### src/rtl/fifo_pkg.sv
// Shared widths, state encoding and length saturation for the FIFO burst reader.
package fifo_pkg;

    localparam int unsigned FIFO_DATA_W = 8;
    localparam int unsigned FIFO_DEPTH  = 16;
    localparam int unsigned WORD_W      = 32;
    localparam int unsigned LANES       = 4;
    localparam int unsigned MAX_BURST   = 16;
    localparam int unsigned LEN_W       = 5;
    localparam int unsigned LANE_CNT_W  = 3;
    localparam int unsigned LANE_IDX_W  = 2;

    typedef enum logic [1:0] {
        IDLE,
        FETCH,
        PUSH,
        DONE
    } rd_state_e;

    // Lengths above one FIFO's worth are clamped to MAX_BURST.
    function automatic logic [LEN_W-1:0] sat_len(input logic [LEN_W-1:0] raw_len);
        return (raw_len > LEN_W'(MAX_BURST)) ? LEN_W'(MAX_BURST) : raw_len;
    endfunction

endpackage

### src/rtl/byte_packer.sv
// Packs bytes into one little-endian word, tracking which lanes hold valid data.
module byte_packer
    import fifo_pkg::*;
(
    input  logic                   clock,
    input  logic                   rst,
    input  logic                   clear_i,
    input  logic                   wr_en_i,
    input  logic [LANE_IDX_W-1:0]  lane_i,
    input  logic [FIFO_DATA_W-1:0] byte_i,
    output logic [WORD_W-1:0]      data_o,
    output logic [LANES-1:0]       keep_o
);

    logic [WORD_W-1:0] data_q;
    logic [LANES-1:0]  keep_q;

    // Lanes never written stay zero with keep low, so partial words come out clean.
    always_ff @(posedge clock) begin
        if (rst || clear_i) begin
            data_q <= '0;
            keep_q <= '0;
        end else if (wr_en_i) begin
            for (int unsigned l = 0; l < LANES; l++) begin
                if (lane_i == LANE_IDX_W'(l)) begin
                    data_q[l*FIFO_DATA_W +: FIFO_DATA_W] <= byte_i;
                    keep_q[l]                            <= 1'b1;
                end
            end
        end
    end

    assign data_o = data_q;
    assign keep_o = keep_q;

endmodule

### src/rtl/fifo_burst_reader.sv
// Reads a burst of bytes from a 16x8 registered-output FIFO and emits them
// as 32-bit little-endian words with keep/last over a valid/ready handshake.
module fifo_burst_reader
    import fifo_pkg::*;
(
    input  logic                   clock,
    input  logic                   rst,
    input  logic                   start,
    input  logic [LEN_W-1:0]       len,
    output logic                   busy,
    output logic                   done,
    output logic                   fifo_rd,
    input  logic                   fifo_empty,
    input  logic [FIFO_DATA_W-1:0] fifo_dout,
    output logic [WORD_W-1:0]      word_data,
    output logic [LANES-1:0]       word_keep,
    output logic                   word_valid,
    input  logic                   word_ready,
    output logic                   word_last
);

    rd_state_e             state_q;
    logic [LEN_W-1:0]      len_q;
    logic [LEN_W-1:0]      issued_q;
    logic [LEN_W-1:0]      captured_q;
    logic [LANE_CNT_W-1:0] issued_word_q;
    logic [LANE_CNT_W-1:0] captured_word_q;
    logic                  pending_q;
    logic                  fifo_rd_q;
    logic                  busy_q;
    logic                  done_q;
    logic                  word_valid_q;
    logic                  word_last_q;

    logic [LEN_W-1:0]      issued_d;
    logic [LANE_CNT_W-1:0] issued_word_d;
    logic                  grant;
    logic                  rd_next;
    logic                  capture;
    logic                  last_byte;
    logic                  word_full;
    logic                  handshake;

    // A request against an empty FIFO is not a grant and advances nothing.
    assign grant         = fifo_rd_q & ~fifo_empty;
    assign issued_d      = issued_q + LEN_W'(grant);
    assign issued_word_d = issued_word_q + LANE_CNT_W'(grant);
    assign rd_next       = (issued_d < len_q) && (issued_word_d < LANE_CNT_W'(LANES));
    assign capture       = (state_q == FETCH) && pending_q;
    assign last_byte     = (captured_q + LEN_W'(1)) == len_q;
    assign word_full     = (captured_word_q + LANE_CNT_W'(1)) == LANE_CNT_W'(LANES);
    assign handshake     = (state_q == PUSH) && word_valid_q && word_ready;

    always_ff @(posedge clock) begin
        if (rst) begin
            state_q         <= IDLE;
            len_q           <= '0;
            issued_q        <= '0;
            captured_q      <= '0;
            issued_word_q   <= '0;
            captured_word_q <= '0;
            pending_q       <= 1'b0;
            fifo_rd_q       <= 1'b0;
            busy_q          <= 1'b0;
            done_q          <= 1'b0;
            word_valid_q    <= 1'b0;
            word_last_q     <= 1'b0;
        end else begin
            done_q <= 1'b0;
            case (state_q)
                IDLE: begin
                    if (start) begin
                        issued_q        <= '0;
                        captured_q      <= '0;
                        issued_word_q   <= '0;
                        captured_word_q <= '0;
                        pending_q       <= 1'b0;
                        if (len == '0) begin
                            state_q <= DONE;
                        end else begin
                            state_q   <= FETCH;
                            len_q     <= sat_len(len);
                            busy_q    <= 1'b1;
                            fifo_rd_q <= 1'b1;
                        end
                    end
                end
                FETCH: begin
                    issued_q      <= issued_d;
                    issued_word_q <= issued_word_d;
                    pending_q     <= grant;
                    fifo_rd_q     <= rd_next;
                    // Data from last cycle's grant lands in the next free lane.
                    if (pending_q) begin
                        captured_q      <= captured_q + LEN_W'(1);
                        captured_word_q <= captured_word_q + LANE_CNT_W'(1);
                        if (word_full || last_byte) begin
                            state_q      <= PUSH;
                            fifo_rd_q    <= 1'b0;
                            word_valid_q <= 1'b1;
                            word_last_q  <= last_byte;
                        end
                    end
                end
                PUSH: begin
                    if (word_valid_q && word_ready) begin
                        word_valid_q    <= 1'b0;
                        word_last_q     <= 1'b0;
                        issued_word_q   <= '0;
                        captured_word_q <= '0;
                        if (word_last_q) begin
                            state_q <= DONE;
                            busy_q  <= 1'b0;
                        end else begin
                            state_q   <= FETCH;
                            fifo_rd_q <= 1'b1;
                        end
                    end
                end
                DONE: begin
                    state_q <= IDLE;
                    done_q  <= 1'b1;
                end
                default: state_q <= IDLE;
            endcase
        end
    end

    byte_packer u_packer (
        .clock   (clock),
        .rst     (rst),
        .clear_i (handshake),
        .wr_en_i (capture),
        .lane_i  (captured_word_q[LANE_IDX_W-1:0]),
        .byte_i  (fifo_dout),
        .data_o  (word_data),
        .keep_o  (word_keep)
    );

    assign fifo_rd    = fifo_rd_q;
    assign busy       = busy_q;
    assign done       = done_q;
    assign word_valid = word_valid_q;
    assign word_last  = word_last_q;

endmodule

### config.mk
export PLATFORM = sky130hd
export DESIGN_NAME = fifo_burst_reader
export DESIGN_NICKNAME = d
export VERILOG_FILES = /design/src/rtl/fifo_pkg.sv /design/src/rtl/byte_packer.sv /design/src/rtl/fifo_burst_reader.sv
export SDC_FILE = /design/constraint.sdc
export NUM_CORES = 1
export LEC_CHECK = 0
export ABC_AREA = 1
export CAP_MARGIN = 20
export CORE_MARGIN = 10
export CORE_UTILIZATION = 51
export DETAILED_ROUTE_END_ITERATION = 6
export PLACE_DENSITY = 0.79
export SETUP_SLACK_MARGIN = 0.1
export SLEW_MARGIN = 20
export SYNTH_ARGS = -nofsm -noshare
export SYNTH_HDL_FRONTEND = slang
export SYNTH_SLANG_ARGS = --single-unit
### constraint.sdc
create_clock -name clock -period 2.5 [get_ports clock]
set_input_delay 0.5 -clock clock [delete_from_list [all_inputs] [get_ports clock]]
set_output_delay 0.5 -clock clock [all_outputs]
set_load 0.03 [all_outputs]
==> impl_results.md <==
- Final Slew Violations: 0
- EDFF count, synth: 0
- Detailed Route Iter0 Violations: 181
- Clock Tree Root: clkbuf_8
- Buf+Inv Stages, Crit Path: 2
- Design Area, Final: 3730 µm²
- Leak: 1.53 nW
- TritonCTS clock tree: done
- Dpl hpwl: 5450 µm
- Antenna Cells: 0
- CP Cell Sequence: clkdlybuf4s50_1 > nor2_2 > ha_1 > ha_1 > buf_4 > xor2_1 > ha_1 > a21oi_1 > o221ai_1 > o21ai_1 > nand2_1 > nor2_1
- # Post-CTS Setup Buffers: 0
- H-Tree Depth: 3
- CP Capture Type: flip-flop
- Vias in the first global route: 2599
- Die W: 94.7 µm
- Total power: 2.71 mW
- Worst-Margin Slew: 0.441 ns
- Final routed DRC violation total: 0
- Synth Area in Adders: 0.0615
- Total congestion overflow: 0
- Worst setup SP type: input port
- Mux share of post-synthesis cell area: 0
- Total wire length: 7460 µm
- Placed cells: 509
- Max VDD drop: 522 µV
- Crit path max-delay family: adder cells
- CTS clk-pin slew, worst paths: 0.07 ns
- Die area: 8970 µm²
- Initial Util: 0.520
- Max_cap viols: 0
- Mean Syn Cell Area: 7.45 µm²
- WP data arrival: 2.54 ns
- Post-synth ARST share: 0
- Critical Path Max Stage Delay: 0.47 ns
- Synth top area share: 0.457
- Register bit total from synthesis: 65
- XOR/XNOR Fraction of Synth Area: 0.0123
- Compound-gate portion of the synthesized area: 0.150
- Post-CTS sizing: 0
- Synth area leaders: dfxtp_1 46%, nand2_1 16%, a21oi_1 10%, ha_1 6.2%, inv_1 4.7%
- Sequential area share after synthesis: 0.457
- Clk buf depth: 2
- First-pass GRT wire length: 12400 µm
- Unrepaired setup endpoints after global routing: false
- Nets: 480
- Port Buffers: 58
- Largest net degree at the start of global routing: 33
- First-pass DRT Iterations: 4
- Tcrit/Tclk final: 0.901
- Row cnt: 27
- Total CTS buffers: 9
- Final-report hold violation count: 0
- Hold WS: 0.466 ns
- CP Max Fanout: 2
- Most frequent cells in the layout: 122 x nand2_1, 65 x dfxtp_1, 58 x a21oi_1, 58 x clkdlybuf4s50_1, 36 x inv_1
- Power density cells: 726 nW/µm²
- Final Skew: 0.00907 ns
- YS warnings: 0
- Post-Syn Area: 2850 µm²
- Cell Count, Final, Fillers Out: 525
- Area leader, netlist: dfxtp_1
- Fmax: 0.444 GHz
- Setup violators final: 0
- Area delta synth->final: 31.1%
- Worst slew margin: 0.705
- Crit-path most repeated cell: ha_1
- Required time worst endpoint: 2.79 ns
- ANT nets after route: 0
- Die span in y: 94.7 µm
- IO Count: 59
- Initial antenna violation count: 0
- Commonest non-fill, non-tap cell in the layout: nand2_1
- Period minus WS final: 2.25 ns
- Slowest cell on the critical path: clkdlybuf4s50_1
- Main combinational cell family by area after synthesis: simple AND/OR/NAND/NOR gates
- GRT Total Usage: 0.175
- Vias: 2654
- Post-synth net total: 414
- Crit path kind: input port to flip-flop
- Simple logic cell fraction of the synthesized area: 0.247
- Vias/cell: 5.06
- Post-synth cell types: 27
- CTS Sinks: 65
- Placed Area: 3510 µm²
- Fraction of layout cells with a size suffix above 1: 0.0839
- DR WL/cell: 14.2 µm
- RD Place Congestion: 0.801
- Latest clock arrival within the worst-skew pair: 0.35 ns
- HP Class: flip-flop to flip-flop
- Mapped Cells: 382
- Status: finished clean
- CORE AREA: 5470 µm²
- CTS Hold Buffers Added: 0
- Dominant synthesized flop cell: dfxtp_1
[logic make-up after synthesis]
family                     count (synthesis)
AOI/OAI and AO/OA                         81
xor gates and xnor gates                   4
adders and majority gates                 14
buffers and inverters                     51
DFF                                       65
and+or+nand+nor                          167
[stage by stage]
stage	TNS, ns	utilization	setup WS [ns]
CTS	0	0.679	0.220
finish	0	0.682	0.247
global placement	-0.0720	0.642	-0.0720
floorplan	0	-	0.314
global route	0	0.682	0.118
detailed placement	-0.128	0.642	-0.128
[metal layers]
metal / wire [µm] / global-route usage / vias up
li1: - / - / 1361
met1: 3220 / 0.213 / 1220
met2: 3650 / 0.282 / 60
met3: 470 / 0.0500 / 13
met4: 125 / 0.0786 / 0
met5: 0 / 0 / -
[final cells by class]
cell class	instances	area (µm²)
Multi-Input combinational cell	266	1360
Sequential cell	65	1300
Tap cell	72	90.1
Clock inverter	6	66.3
Inverter	43	161
Clock buffer	10	138
Fill cell	476	1740
Timing Repair Buffer	63	618
[cell usage after synthesis (2+ instances only)]
cell	count
nand2_1	122
dfxtp_1	65
a21oi_1	58
inv_1	36
nor2_1	21
o21ai_0	15
ha_1	14
nand3_1	10
inv_2	7
clkbuf_1	4
nand2_4	4
a211oi_1	3
buf_2	3
nand4_1	3
xnor2_1	3
a22oi_1	2
nor2_4	2
[final timing paths]
path | start | to | slack [ns] | cells after the start
max | fifo_empty | fifo_rd | 0.25 | 12
min | captured_word_q[2] | captured_word_q[2] | 0.47 | 2
min reg2reg | captured_word_q[2] | captured_word_q[2] | 0.47 | 2
max reg2reg | fifo_rd | fifo_rd | 0.47 | 12
[worst register-to-register path: cells and delay by family, from the launching register on]
family	cells	cell delay, ns
adder cells (fa/ha/maj)	3	0.67
XOR/XNOR	1	0.16
flip-flops	1	0.33
AND/OR/NAND/NOR	4	0.33
buffers and inverters	1	0.06
AO/OA/AOI/OAI	3	0.42
[where the power goes]
| part | switching, mW | internal (mW) |
|---|---|---|
| sequential | 0.0540 | 1.10 |
| clock | 0.432 | 0.489 |
| combinational | 0.413 | 0.219 |
| total | 0.898 | 1.81 |
[registers in the layout, indices dropped and copies added, names as in the netlist]
name,flops
u_packer.data_o,32
issued_q,5
busy,1
state_q,2
captured_q,5
fifo_rd,1
issued_word_q,3
done,1
captured_word_q,3
word_last,1
len_q,5
u_packer.keep_o,4
pending_q,1
word_valid,1
No activity file was read; power rests on OpenSTA's default activity.
